===== config.mk =====
export PLATFORM = sky130hd
export DESIGN_NAME = alu_result_framer_flat
export DESIGN_NICKNAME = d
export VERILOG_FILES = /design/src/rtl/alu_result_framer_if.sv /design/src/rtl/alu_result_framer.sv /design/src/flat_wrapper.sv
export SDC_FILE = /design/constraint.sdc
export NUM_CORES = 1
export LEC_CHECK = 0
export ABC_AREA = 1
export CAP_MARGIN = 15
export CORE_MARGIN = 5
export CORE_UTILIZATION = 40
export CTS_CLUSTER_SIZE = 28
export DETAILED_ROUTE_END_ITERATION = 8
export PLACE_DENSITY_LB_ADDON = 0.08
export SYNTH_ARGS = -nofsm -noshare
export SYNTH_HDL_FRONTEND = slang
export SYNTH_SLANG_ARGS = --single-unit

===== constraint.sdc =====
create_clock -name clk -period 1.9 [get_ports clk]
set_clock_uncertainty 0.2 [all_clocks]
set_input_delay 0.38 -clock clk [delete_from_list [all_inputs] [get_ports clk]]
set_output_delay 0.38 -clock clk [all_outputs]
set_load 0.005 [all_outputs]

===== src/rtl/alu_result_framer_if.sv =====
// alu_result_framer_if
//   Groups the framer's two streams:
//     - the ALU result input (valid/ready with 16-bit result and 5-bit flags)
//     - the byte-wide transmit stream (valid/ready) toward the UART transmitter
//   plus the busy status.
// Modports:
//   master : the side that produces results and consumes bytes
//            (an ALU/UART wrapper or a testbench)
//   slave  : the framer itself
interface alu_result_framer_if #(
    parameter int DATA_W = 16
);
    logic              in_valid;
    logic              in_ready;
    logic [DATA_W-1:0] in_result;
    logic [4:0]        in_flags;
    logic [7:0]        tx_data;
    logic              tx_valid;
    logic              tx_ready;
    logic              busy;

    modport master (
        output in_valid, in_result, in_flags, tx_ready,
        input  in_ready, tx_data, tx_valid, busy
    );

    modport slave (
        input  in_valid, in_result, in_flags, tx_ready,
        output in_ready, tx_data, tx_valid, busy
    );
endinterface


===== src/rtl/alu_result_framer.sv =====
// alu_result_framer
//   Captures one ALU result and its {V,C,N,Z,P} flags, then emits a 5-byte frame
//   on a byte-wide valid/ready stream:
//     HEADER, result[15:8], result[7:0], {3'b000, flags}, XOR checksum.
//   Only one frame is in flight at a time. After each frame there is one idle
//   cycle before the next capture.
// Ports:
//   clk  : system clock, rising edge
//   rst  : asynchronous active-high reset
//   bus  : alu_result_framer_if.slave
//          in_valid/in_ready/in_result/in_flags : result input
//          tx_data/tx_valid/tx_ready            : byte output
//          busy                                 : ~in_ready
//   in_ready, tx_valid and tx_data come straight from flops.
module alu_result_framer #(
    parameter int          DATA_W = 16,
    parameter logic [7:0]  HEADER = 8'hA5
) (
    input  logic              clk,
    input  logic              rst,
    alu_result_framer_if.slave bus
);
    typedef enum logic [2:0] {IDLE, HDR, RHI, RLO, FLG, CHK} state_t;

    state_t            state, state_n;
    logic [DATA_W-1:0] res_q, res_n;
    logic [4:0]        flg_q, flg_n;
    logic [7:0]        acc_q, acc_n;
    logic [7:0]        tx_data_q, tx_data_n;
    logic              tx_valid_q, tx_valid_n;
    logic              in_ready_q, in_ready_n;

    always_ff @(posedge clk or posedge rst) begin
        if (rst) begin
            state      <= IDLE;
            res_q      <= '0;
            flg_q      <= '0;
            acc_q      <= '0;
            tx_data_q  <= '0;
            tx_valid_q <= 1'b0;
            in_ready_q <= 1'b1;
        end else begin
            state      <= state_n;
            res_q      <= res_n;
            flg_q      <= flg_n;
            acc_q      <= acc_n;
            tx_data_q  <= tx_data_n;
            tx_valid_q <= tx_valid_n;
            in_ready_q <= in_ready_n;
        end
    end

    // acc_q always holds the XOR of every byte presented so far in the frame,
    // including the one currently on tx_data. When FLG transfers, acc_q is
    // therefore the finished checksum. tx_ready only reaches flop inputs.
    always_comb begin
        state_n    = state;
        res_n      = res_q;
        flg_n      = flg_q;
        acc_n      = acc_q;
        tx_data_n  = tx_data_q;
        tx_valid_n = tx_valid_q;
        in_ready_n = in_ready_q;

        case (state)
            IDLE: begin
                if (bus.in_valid && in_ready_q) begin
                    state_n    = HDR;
                    res_n      = bus.in_result;
                    flg_n      = bus.in_flags;
                    acc_n      = HEADER;
                    tx_data_n  = HEADER;
                    tx_valid_n = 1'b1;
                    in_ready_n = 1'b0;
                end
            end
            default: begin
                if (tx_valid_q && bus.tx_ready) begin
                    case (state)
                        HDR: begin
                            state_n   = RHI;
                            tx_data_n = res_q[15:8];
                            acc_n     = acc_q ^ res_q[15:8];
                        end
                        RHI: begin
                            state_n   = RLO;
                            tx_data_n = res_q[7:0];
                            acc_n     = acc_q ^ res_q[7:0];
                        end
                        RLO: begin
                            state_n   = FLG;
                            tx_data_n = {3'b000, flg_q};
                            acc_n     = acc_q ^ {3'b000, flg_q};
                        end
                        FLG: begin
                            state_n   = CHK;
                            tx_data_n = acc_q;
                        end
                        default: begin
                            state_n    = IDLE;
                            tx_valid_n = 1'b0;
                            in_ready_n = 1'b1;
                        end
                    endcase
                end
            end
        endcase
    end

    assign bus.in_ready = in_ready_q;
    assign bus.tx_data  = tx_data_q;
    assign bus.tx_valid = tx_valid_q;
    assign bus.busy     = ~in_ready_q;
endmodule


===== src/flat_wrapper.sv =====
// flat-port wrapper written by rule: the top's interface ports become plain ports
module alu_result_framer_flat 
#(
    parameter int          DATA_W = 16,
    parameter logic [7:0]  HEADER = 8'hA5
)
  (clk, rst, bus_in_valid, bus_in_result, bus_in_flags, bus_tx_ready, bus_in_ready, bus_tx_data, bus_tx_valid, bus_busy);
  alu_result_framer_if #(.DATA_W(DATA_W)) bus_i ();
  input  logic clk;
  input  logic rst;
  input wire logic [$bits(bus_i.in_valid)-1:0] bus_in_valid;
  input wire logic [$bits(bus_i.in_result)-1:0] bus_in_result;
  input wire logic [$bits(bus_i.in_flags)-1:0] bus_in_flags;
  input wire logic [$bits(bus_i.tx_ready)-1:0] bus_tx_ready;
  output wire logic [$bits(bus_i.in_ready)-1:0] bus_in_ready;
  output wire logic [$bits(bus_i.tx_data)-1:0] bus_tx_data;
  output wire logic [$bits(bus_i.tx_valid)-1:0] bus_tx_valid;
  output wire logic [$bits(bus_i.busy)-1:0] bus_busy;
  assign bus_i.in_valid = bus_in_valid;
  assign bus_i.in_result = bus_in_result;
  assign bus_i.in_flags = bus_in_flags;
  assign bus_i.tx_ready = bus_tx_ready;
  assign bus_in_ready = bus_i.in_ready;
  assign bus_tx_data = bus_i.tx_data;
  assign bus_tx_valid = bus_i.tx_valid;
  assign bus_busy = bus_i.busy;
  alu_result_framer #(.DATA_W(DATA_W), .HEADER(HEADER)) u_core (.clk(clk), .rst(rst), .bus(bus_i));
endmodule

==> results by stage, run 1 <==
Setup path:
- The critical path goes through buf_4 -> inv_1 -> dlygate4sd2_1.
- The largest driver fanout on the critical path is 2.
- The number of buffers and inverters on the critical path is 3.
- The depth of the worst register-to-register path is 9.
- The start point of the critical path is u_core.bus.in_ready.
- The setup check on the worst reg-to-reg path leaves a slack of 0.14 ns.
- In this run the critical register-to-register path is captured at u_core.acc_q[6].
- The kind of start point of the critical path is a flop.
- The most critical setup path has its endpoint at bus_busy.
- The startpoint identified for the worst register-to-register timing path is u_core.bus.in_ready.
- The arrival time of data at the critical path endpoint is 1.23 ns.
- The delay contributed by the slowest stage of the critical path is 0.54 ns.
- The critical path data required time is 1.32 ns.
- On the critical path, the stage with the largest delay is an instance of sky130_fd_sc_hd__dfstp_2.
- The type of the worst setup path is reg -> out.
- The critical path crosses 3 cells after its start point.
- The nature of the critical path endpoint is an output port.
- The kind of cell adding the most delay to the critical path is flip-flops.

Yosys:
- The count of state elements after synthesis is 42.
- The sequential-to-total area share from yosys stat is 49.88%.
- The count of mapped cells out of synthesis is 288.
- The number of nets in the synthesized netlist is 313.
- After synthesis the cells add up to 2110 sq um.
- The number of distinct standard cells referenced by the synthesized netlist is 21.
- A synthesized cell averages 7.325 sq um.
- The Yosys step of the flow raised 0 warnings.

Global route:
- The global router's overall resource usage is 16.20%.
- The number of antenna violations at the first check in global routing came to 0.
- The first global-routing pass estimated 8300 um of wire.
- The number of global-route vias before repair came to 1783.
- The largest net degree at the start of global routing is 43.
- The final global-route overflow total is 0.

Cells and area:
- Cells fill 54.97% of the core in the end.
- The fill cell instance count of the final layout is 516.
- The layout-stage area growth over the synthesis result is 33.10%.
- The most common cell after layout, fill and taps aside is sky130_fd_sc_hd__nand2_1.
- At the end of the flow, the number of nets in the layout was 364.
- The number of standard cells in the layout, taps in and fillers out is 410.
- The share of cells above drive strength 1 is 10.00%.
- The number of antenna diodes in the final layout is 0.
- The top cell types in the final layout, fill and taps aside, are sky130_fd_sc_hd__nand2_1 (119), sky130_fd_sc_hd__dfrtp_1 (41), sky130_fd_sc_hd__clkdlybuf4s50_1 (33).

Floorplanning:
- The vertical die dimension is 82.62 um.
- The floorplan step defined a die boundary enclosing 6826 sq um.
- The core area is 5107 sq um.
- Pin placement for this block handled 36 I/O pins.
- The initialized floorplan defines 26 standard-cell rows.
- For this configuration, the core starts out at a cell density of 41.30%.
- The horizontal die dimension is 82.62 um.

Timing:
- Setup repair after global routing left no endpoint under its margin.
- Hold is met by 0.2463 ns.
- Derived from the worst setup path, the maximum achievable clock frequency is 0.5514 GHz.
- Setup total negative slack on the finished layout was measured at 0 ns.
- The max-slew violation count came to 0.
- The smallest clock period supported by the final layout is computed as 1.814 ns.
- The final worst-path setup slack is 0.08638 ns.
- The count of final hold-check violations came to 0.
- The worst path uses 95.45% of the clock period.
- The worst max-slew margin expressed relative to the limit is 75.43%.
- Setup violations remaining at the end of the flow were counted as 0.
- The worst-margin pin slew is 0.3671 ns.

Pwr:
- The power per cell area is 653.8 nW/um^2.
- Across the VDD grid, the largest voltage drop is 0.3960 mV.
- In this run the static leakage power is 1.498 nW.

Routing:
- In this run the remaining antenna-violating nets after routing total 0.
- Before antenna repair, the detailed router went through 4 iterations.
- The via density per instance is 4.737.
- The routed via count is 1942.
- The aggregate routed wire length is 5051 um.
- After detailed routing, the number of remaining DRC violations is 0.
- In this run, the number of DRC markers left after iteration 0 of detailed routing was 96.
- After detailed routing, the average wire length per cell comes to 12.32 um.

Clock network:
- The clock-pin slew of the registers on the worst-case setup and hold paths is 0.08 ns.
- The clock reaches the later pin of the worst-skew pair after 0.30 ns.
- The number of H-tree levels is 2.
- The number of clock sinks seen by CTS is 42.
- The master cell of the clock root buffer is sky130_fd_sc_hd__clkbuf_8.
- The number of buffers created by CTS is 5.
- TritonCTS built the clock tree.
- The longest clock path from root to sink contains 2 buffers.
- The cts-stage hold buffer count is 0.

Flow run:
- The number of max-cap violations is 0.

Placed design:
- The final weighted congestion in routability-driven placement is 0.8446.
- Port buffering added 35 buffers.
- The pre-CTS setup slack is -0.05383 ns.
- Including well taps, the total number of placed cells is 397.
- Detailed placement finished with a half-perimeter wire length of 3679 um.

Min path:
- The kind of path behind the tightest hold check is in -> async.

Outcome:
- The flow ran to the end, and the final reports show no timing, DRC or antenna violations.
## state kept, by name (all words and copies together) (netlist names), named ones only
register             count
u_core.bus.tx_valid      1
u_core.bus.tx_data       8
u_core.state             2
u_core.acc_q             8
u_core.bus.in_ready      1
u_core.res_q            16
u_core.flg_q             5
## cells in the mapped netlist
master	n	area (sq um)
sky130_fd_sc_hd__a21oi_1	11	55.05
sky130_fd_sc_hd__a22oi_1	1	7.510
sky130_fd_sc_hd__buf_2	4	20.02
sky130_fd_sc_hd__buf_4	1	7.510
sky130_fd_sc_hd__clkbuf_1	2	7.510
sky130_fd_sc_hd__dfrtp_1	41	1026
sky130_fd_sc_hd__dfstp_2	1	26.28
sky130_fd_sc_hd__inv_1	31	116.4
sky130_fd_sc_hd__inv_2	1	3.750
sky130_fd_sc_hd__nand2_1	119	446.7
sky130_fd_sc_hd__nand2_2	2	12.51
sky130_fd_sc_hd__nand3_1	25	125.1
sky130_fd_sc_hd__nand3_2	1	10.01
sky130_fd_sc_hd__nand4_1	3	18.77
sky130_fd_sc_hd__nand4_2	1	12.51
sky130_fd_sc_hd__nor2_1	18	67.56
sky130_fd_sc_hd__nor2_2	1	6.260
sky130_fd_sc_hd__nor2_4	2	22.52
sky130_fd_sc_hd__o211ai_1	1	7.510
sky130_fd_sc_hd__o21ai_0	21	105.1
sky130_fd_sc_hd__o21ai_1	1	5.000
## worst min path at each step
stage / start / to / slack [ns] / cells past startpoint
floorplan: u_core.res_q[3] / u_core.res_q[3] / 0.25 / 2
CTS: rst / u_core.res_q[3] / 0.25 / 3
detailed placement: u_core.res_q[4] / u_core.res_q[4] / 0.27 / 2
global placement: u_core.bus.tx_data[0] / u_core.bus.tx_data[0] / 0.26 / 2
global route: rst / u_core.res_q[6] / 0.27 / 3
finish: rst / u_core.bus.tx_data[2] / 0.25 / 3
## worst min-delay path, stage by stage
cell                              delay [ns]
sky130_fd_sc_hd__clkdlybuf4s50_1        0.40
sky130_fd_sc_hd__inv_1                  0.09
sky130_fd_sc_hd__buf_12                 0.24
## where the power goes
| group | total (mW) | leakage [nW] | internal [mW] | switching, mW |
|---|---|---|---|---|
| combinational | 0.0713 | 0.910 | 0.0471 | 0.0242 |
| clock | 0.871 | 0.0714 | 0.561 | 0.311 |
| sequential | 0.893 | 0.516 | 0.893 | 0 |
| total | 1.84 | 1.50 | 1.50 | 0.335 |
## metal layers
metal / track usage [%] / share of wire (%) / vias up
met5: 0 / 0 / -
met4: 4.902 / 1.2 / 0
met3: 3.688 / 5.7 / 5
met2: 25.00 / 43 / 46
met1: 22.64 / 51 / 881
li1: - / - / 1010
## cell type report
class	count	area, sq um	area share (%)
multi-input cells	207	912.1	32.49
clock buffers	6	82.58	2.941
inverters	32	120.1	4.278
repair buffers	51	493.0	17.56
flip-flops and latches	42	1052	37.48
well taps	70	87.58	3.119
clock inverters	2	60.06	2.139
## kinds of logic after synthesis
family	after synthesis	synth area share (%)
AO/OA/AOI/OAI	35	8.541
buffers and inverters	39	7.355
flip-flops	42	49.88
AND/OR/NAND/NOR	172	34.22
## repair_timing
item                                    in CTS  in global routing
setup buffers                                2                  3
pin swaps                                    0                  1
endpoints found under the setup margin       2                  2
resized for setup                            2                  2
## metrics by stage
step / power (mW) / area [sq um]
2_1_floorplan: 0.9245 / 2110
3_3_place_gp: 0.9842 / 2620
3_5_place_dp: 0.9839 / 2620
4_1_cts: 1.852 / 2775
5_1_grt: 1.891 / 2808
6_report: 1.836 / 2808
(Power assumes the default switching activity.)
==> run 2: changes to the inputs <==
--- a/config.mk
+++ b/config.mk
@@ -9,9 +9,10 @@
 export CAP_MARGIN = 15
 export CORE_MARGIN = 5
 export CORE_UTILIZATION = 40
-export CTS_CLUSTER_SIZE = 28
 export DETAILED_ROUTE_END_ITERATION = 8
+export HOLD_SLACK_MARGIN = 0.15
 export PLACE_DENSITY_LB_ADDON = 0.08
+export SKIP_CTS_REPAIR_TIMING = 1
 export SYNTH_ARGS = -nofsm -noshare
 export SYNTH_HDL_FRONTEND = slang
 export SYNTH_SLANG_ARGS = --single-unit
==> run 2 against run 1 <==
Effect of this change: sequential share of layout area rose by 0.20 points; global-route usage about the same; sequential power about the same; core utilization down 0.29 points; highest routed layer unchanged; setup slack better by 0.049 ns; total power hardly changed; maximum frequency increased by 2.8%; largest power group unchanged.
==> results by stage, run 2 (synthesis gave the netlist of run 1 again) <==
Setup path:
- The arrival time of data at the critical path endpoint is 1.18 ns (-0.05 ns).
- The number of buffers and inverters on the critical path is 1 (-2).
- The depth of the worst register-to-register path came to 9 (unchanged).
- The start point of the critical path is u_core.bus.tx_valid.
- The critical path data required time came to 1.32 ns (about the same).
- The startpoint of the lowest-slack register-to-register path is u_core.bus.in_ready.
- The number of gates on the worst path with buffers counted is 1 (-2).
- The endpoint of the worst register-to-register path is u_core.acc_q[6].
- The nature of the critical path endpoint is an output port.
- The kind of cell adding the most delay to the critical path is buffers and inverters.
- The type of the worst setup path is reg -> out.
- The capture point of the worst path is bus_tx_valid.
- The slack of the worst reg-to-reg path is 0.15 ns (about the same).
- The critical path goes through clkdlybuf4s50_1.
- The delay contributed by the slowest stage of the critical path came to 0.51 ns (-0.03 ns).
- The slowest cell on the critical path is sky130_fd_sc_hd__clkdlybuf4s50_1.
- The worst setup path is launched from a flop.
- The largest driver fanout on the critical path is 3 (+1).

Floorplanning:
- The vertical die dimension is 82.62 um (unchanged).
- The total die area is 6826 sq um (unchanged).
- The total I/O pin count was 36 (unchanged).
- The effective utilization at floorplan is 41.30% (unchanged).
- The cell row count is 26 (unchanged).
- The core area is 5107 sq um (unchanged).
- The horizontal die dimension is 82.62 um (unchanged).

Routing:
- The via density per instance was 4.720 (-0.35%).
- The aggregate routed wire length is 4972 um (-1.6%).
- The remaining antenna violation count is 0 (unchanged).
- The initial detailed-routing violation count came to 80 (-17%).
- The routed via count is 1921 (-1.1%).
- The wire length per cell came to 12.22 um (-0.84%).
- The number of iterations in the first detailed-routing pass is 4 (unchanged).
- The DRC violation count after routing is 0 (unchanged).

Timing:
- The count of final hold-check violations is 0 (unchanged).
- The total setup violations reported at the end of the flow is 0 (unchanged).
- The clock period minus worst slack is 1.764 ns (-0.04939 ns).
- The worst-margin pin slew is 0.3688 ns (+0.001648 ns).
- The worst max-slew margin expressed relative to the limit is 75.32% (-0.11 points).
- The max-slew violation count was 0 (unchanged).
- Setup repair after global routing could not meet its margin everywhere.
- The final worst-path cycle share is 92.85% (-2.6 points).
- The highest achievable clock rate is 0.5668 GHz (+2.8%).
- The worst hold slack is 0.2449 ns (-0.001407 ns).
- The final worst-path setup slack is 0.1358 ns (+0.04939 ns).

Clock network:
- The number of buffers created by CTS is 5 (unchanged).
- The master cell of the clock root buffer is sky130_fd_sc_hd__clkbuf_8.
- The number of H-tree levels was 2 (unchanged).
- TritonCTS built the clock tree.
- The maximum count of clock buffers along a single path is 2 (unchanged).
- The worst-skew pair later-pin latency is 0.30 ns (about the same).
- The clock-pin slew of the registers on the worst-case setup and hold paths is 0.08 ns (about the same).
- The number of clock sinks seen by CTS is 42 (unchanged).

Cells and area:
- The total number of nets in the final design is 361 (-0.82%).
- The antenna diode count was 0 (unchanged).
- The number of standard cells in the layout, taps in and fillers out was 407 (-0.73%).
- The share of cells above drive strength 1 is 9.199% (-0.80 points).
- The register with the highest flop count is u_core.res_q.
- The layout-stage area growth over the synthesis result is 32.38%.
- The flip-flop count of the largest register, all copies and words added is 16 (unchanged).
- Leaving out fill and tap cells, the most frequent cells in the layout are sky130_fd_sc_hd__nand2_1 (119), sky130_fd_sc_hd__dfrtp_1 (41), sky130_fd_sc_hd__clkdlybuf4s50_1 (33).
- The fill cell instance count of the final layout was 516 (unchanged).
- The library cell used most frequently in the layout, excluding fill and tap cells, is sky130_fd_sc_hd__nand2_1.

Placed design:
- The number of I/O port buffers came to 35 (unchanged).
- The half-perimeter wire length after detailed placement came to 3679 um (unchanged).
- The number of placed instances with taps included was 397 (unchanged).
- The final weighted congestion in routability-driven placement is 0.8446 (unchanged).
- The pre-CTS setup slack is -0.05383 ns (unchanged).

Global route:
- The final global-route overflow total is 0 (unchanged).
- The number of antenna violations at the first check in global routing was 0 (unchanged).
- The first-pass GRT wire length was 8286 um (-0.17%).
- The largest net degree at the start of global routing came to 43 (unchanged).
- The number of global-route vias before repair is 1778 (-0.28%).
- The global router's overall resource usage is 16.18% (-0.023 points).

Min path:
- The min-delay analysis places its worst path in the category in -> async.

Pwr:
- The leakage dissipation is 1.495 nW (-0.15%).
- The power per cell area is 657.2 nW/um^2 (+0.53%).
- The total power of the final layout is 1.835 mW (about the same).
- The largest voltage drop on the vdd net is 0.3959 mV (about the same).

Flow run:
- The number of max-cap violations came to 0 (unchanged).

Outcome:
- The run finished with clean final reports.
-- run 2: cell count changes in the layout (fill, tap and decap cells not counted), sizes merged --
cell	previous run	this run
buf	16	13
dlygate4sd2	2	0
dlymetal6s2s	0	2
-- run 2: how the worst min path moves through the flow --
stage	start	to	slack, ns	depth (start not counted)
finish	rst	u_core.bus.tx_data[2]	0.24	3
global route	rst	u_core.res_q[6]	0.27	3
CTS	rst	u_core.res_q[3]	0.25	3
detailed placement	u_core.res_q[4]	u_core.res_q[4]	0.27	2
global placement	u_core.bus.tx_data[0]	u_core.bus.tx_data[0]	0.26	2
floorplan	u_core.res_q[3]	u_core.res_q[3]	0.25	2
-- run 2: power by group --
group	total [mW]	switching, mW	internal (mW)
logic	0.0710	0.0239	0.0471
registers	0.893	0	0.893
clock network	0.871	0.311	0.561
total	1.84	0.335	1.50
-- run 2: layout make-up --
type | instances | area [sq um] | area share (%)
inverters | 32 | 120.1 | 4.301
repair buffers | 48 | 478.0 | 17.11
clock inverters | 2 | 60.06 | 2.151
flip-flops and latches | 42 | 1052 | 37.68
well taps | 70 | 87.58 | 3.136
multi-input cells | 207 | 912.1 | 32.66
clock buffers | 6 | 82.58 | 2.957
-- run 2: metal layers --
layer / global-route usage, % / wire length, um / vias up / share of wire [%]
met5: 0 / 0 / - / 0
met4: 4.902 / 58 / 0 / 1.2
met3: 3.688 / 351 / 5 / 7.1
met2: 25.00 / 2108 / 50 / 42
met1: 22.57 / 2453 / 865 / 49
li1: - / - / 1001 / -
-- run 2: through the flow --
stage	cell area, sq um	setup TNS (ns)	utilization [%]
after floorplan	2110	0	-
after global placement	2620	0	51.30
after detailed placement	2620	-0.1388	51.30
after CTS	2763	-0.1297	54.09
after global routing	2793	-0.02995	54.68
final	2793	0	54.68
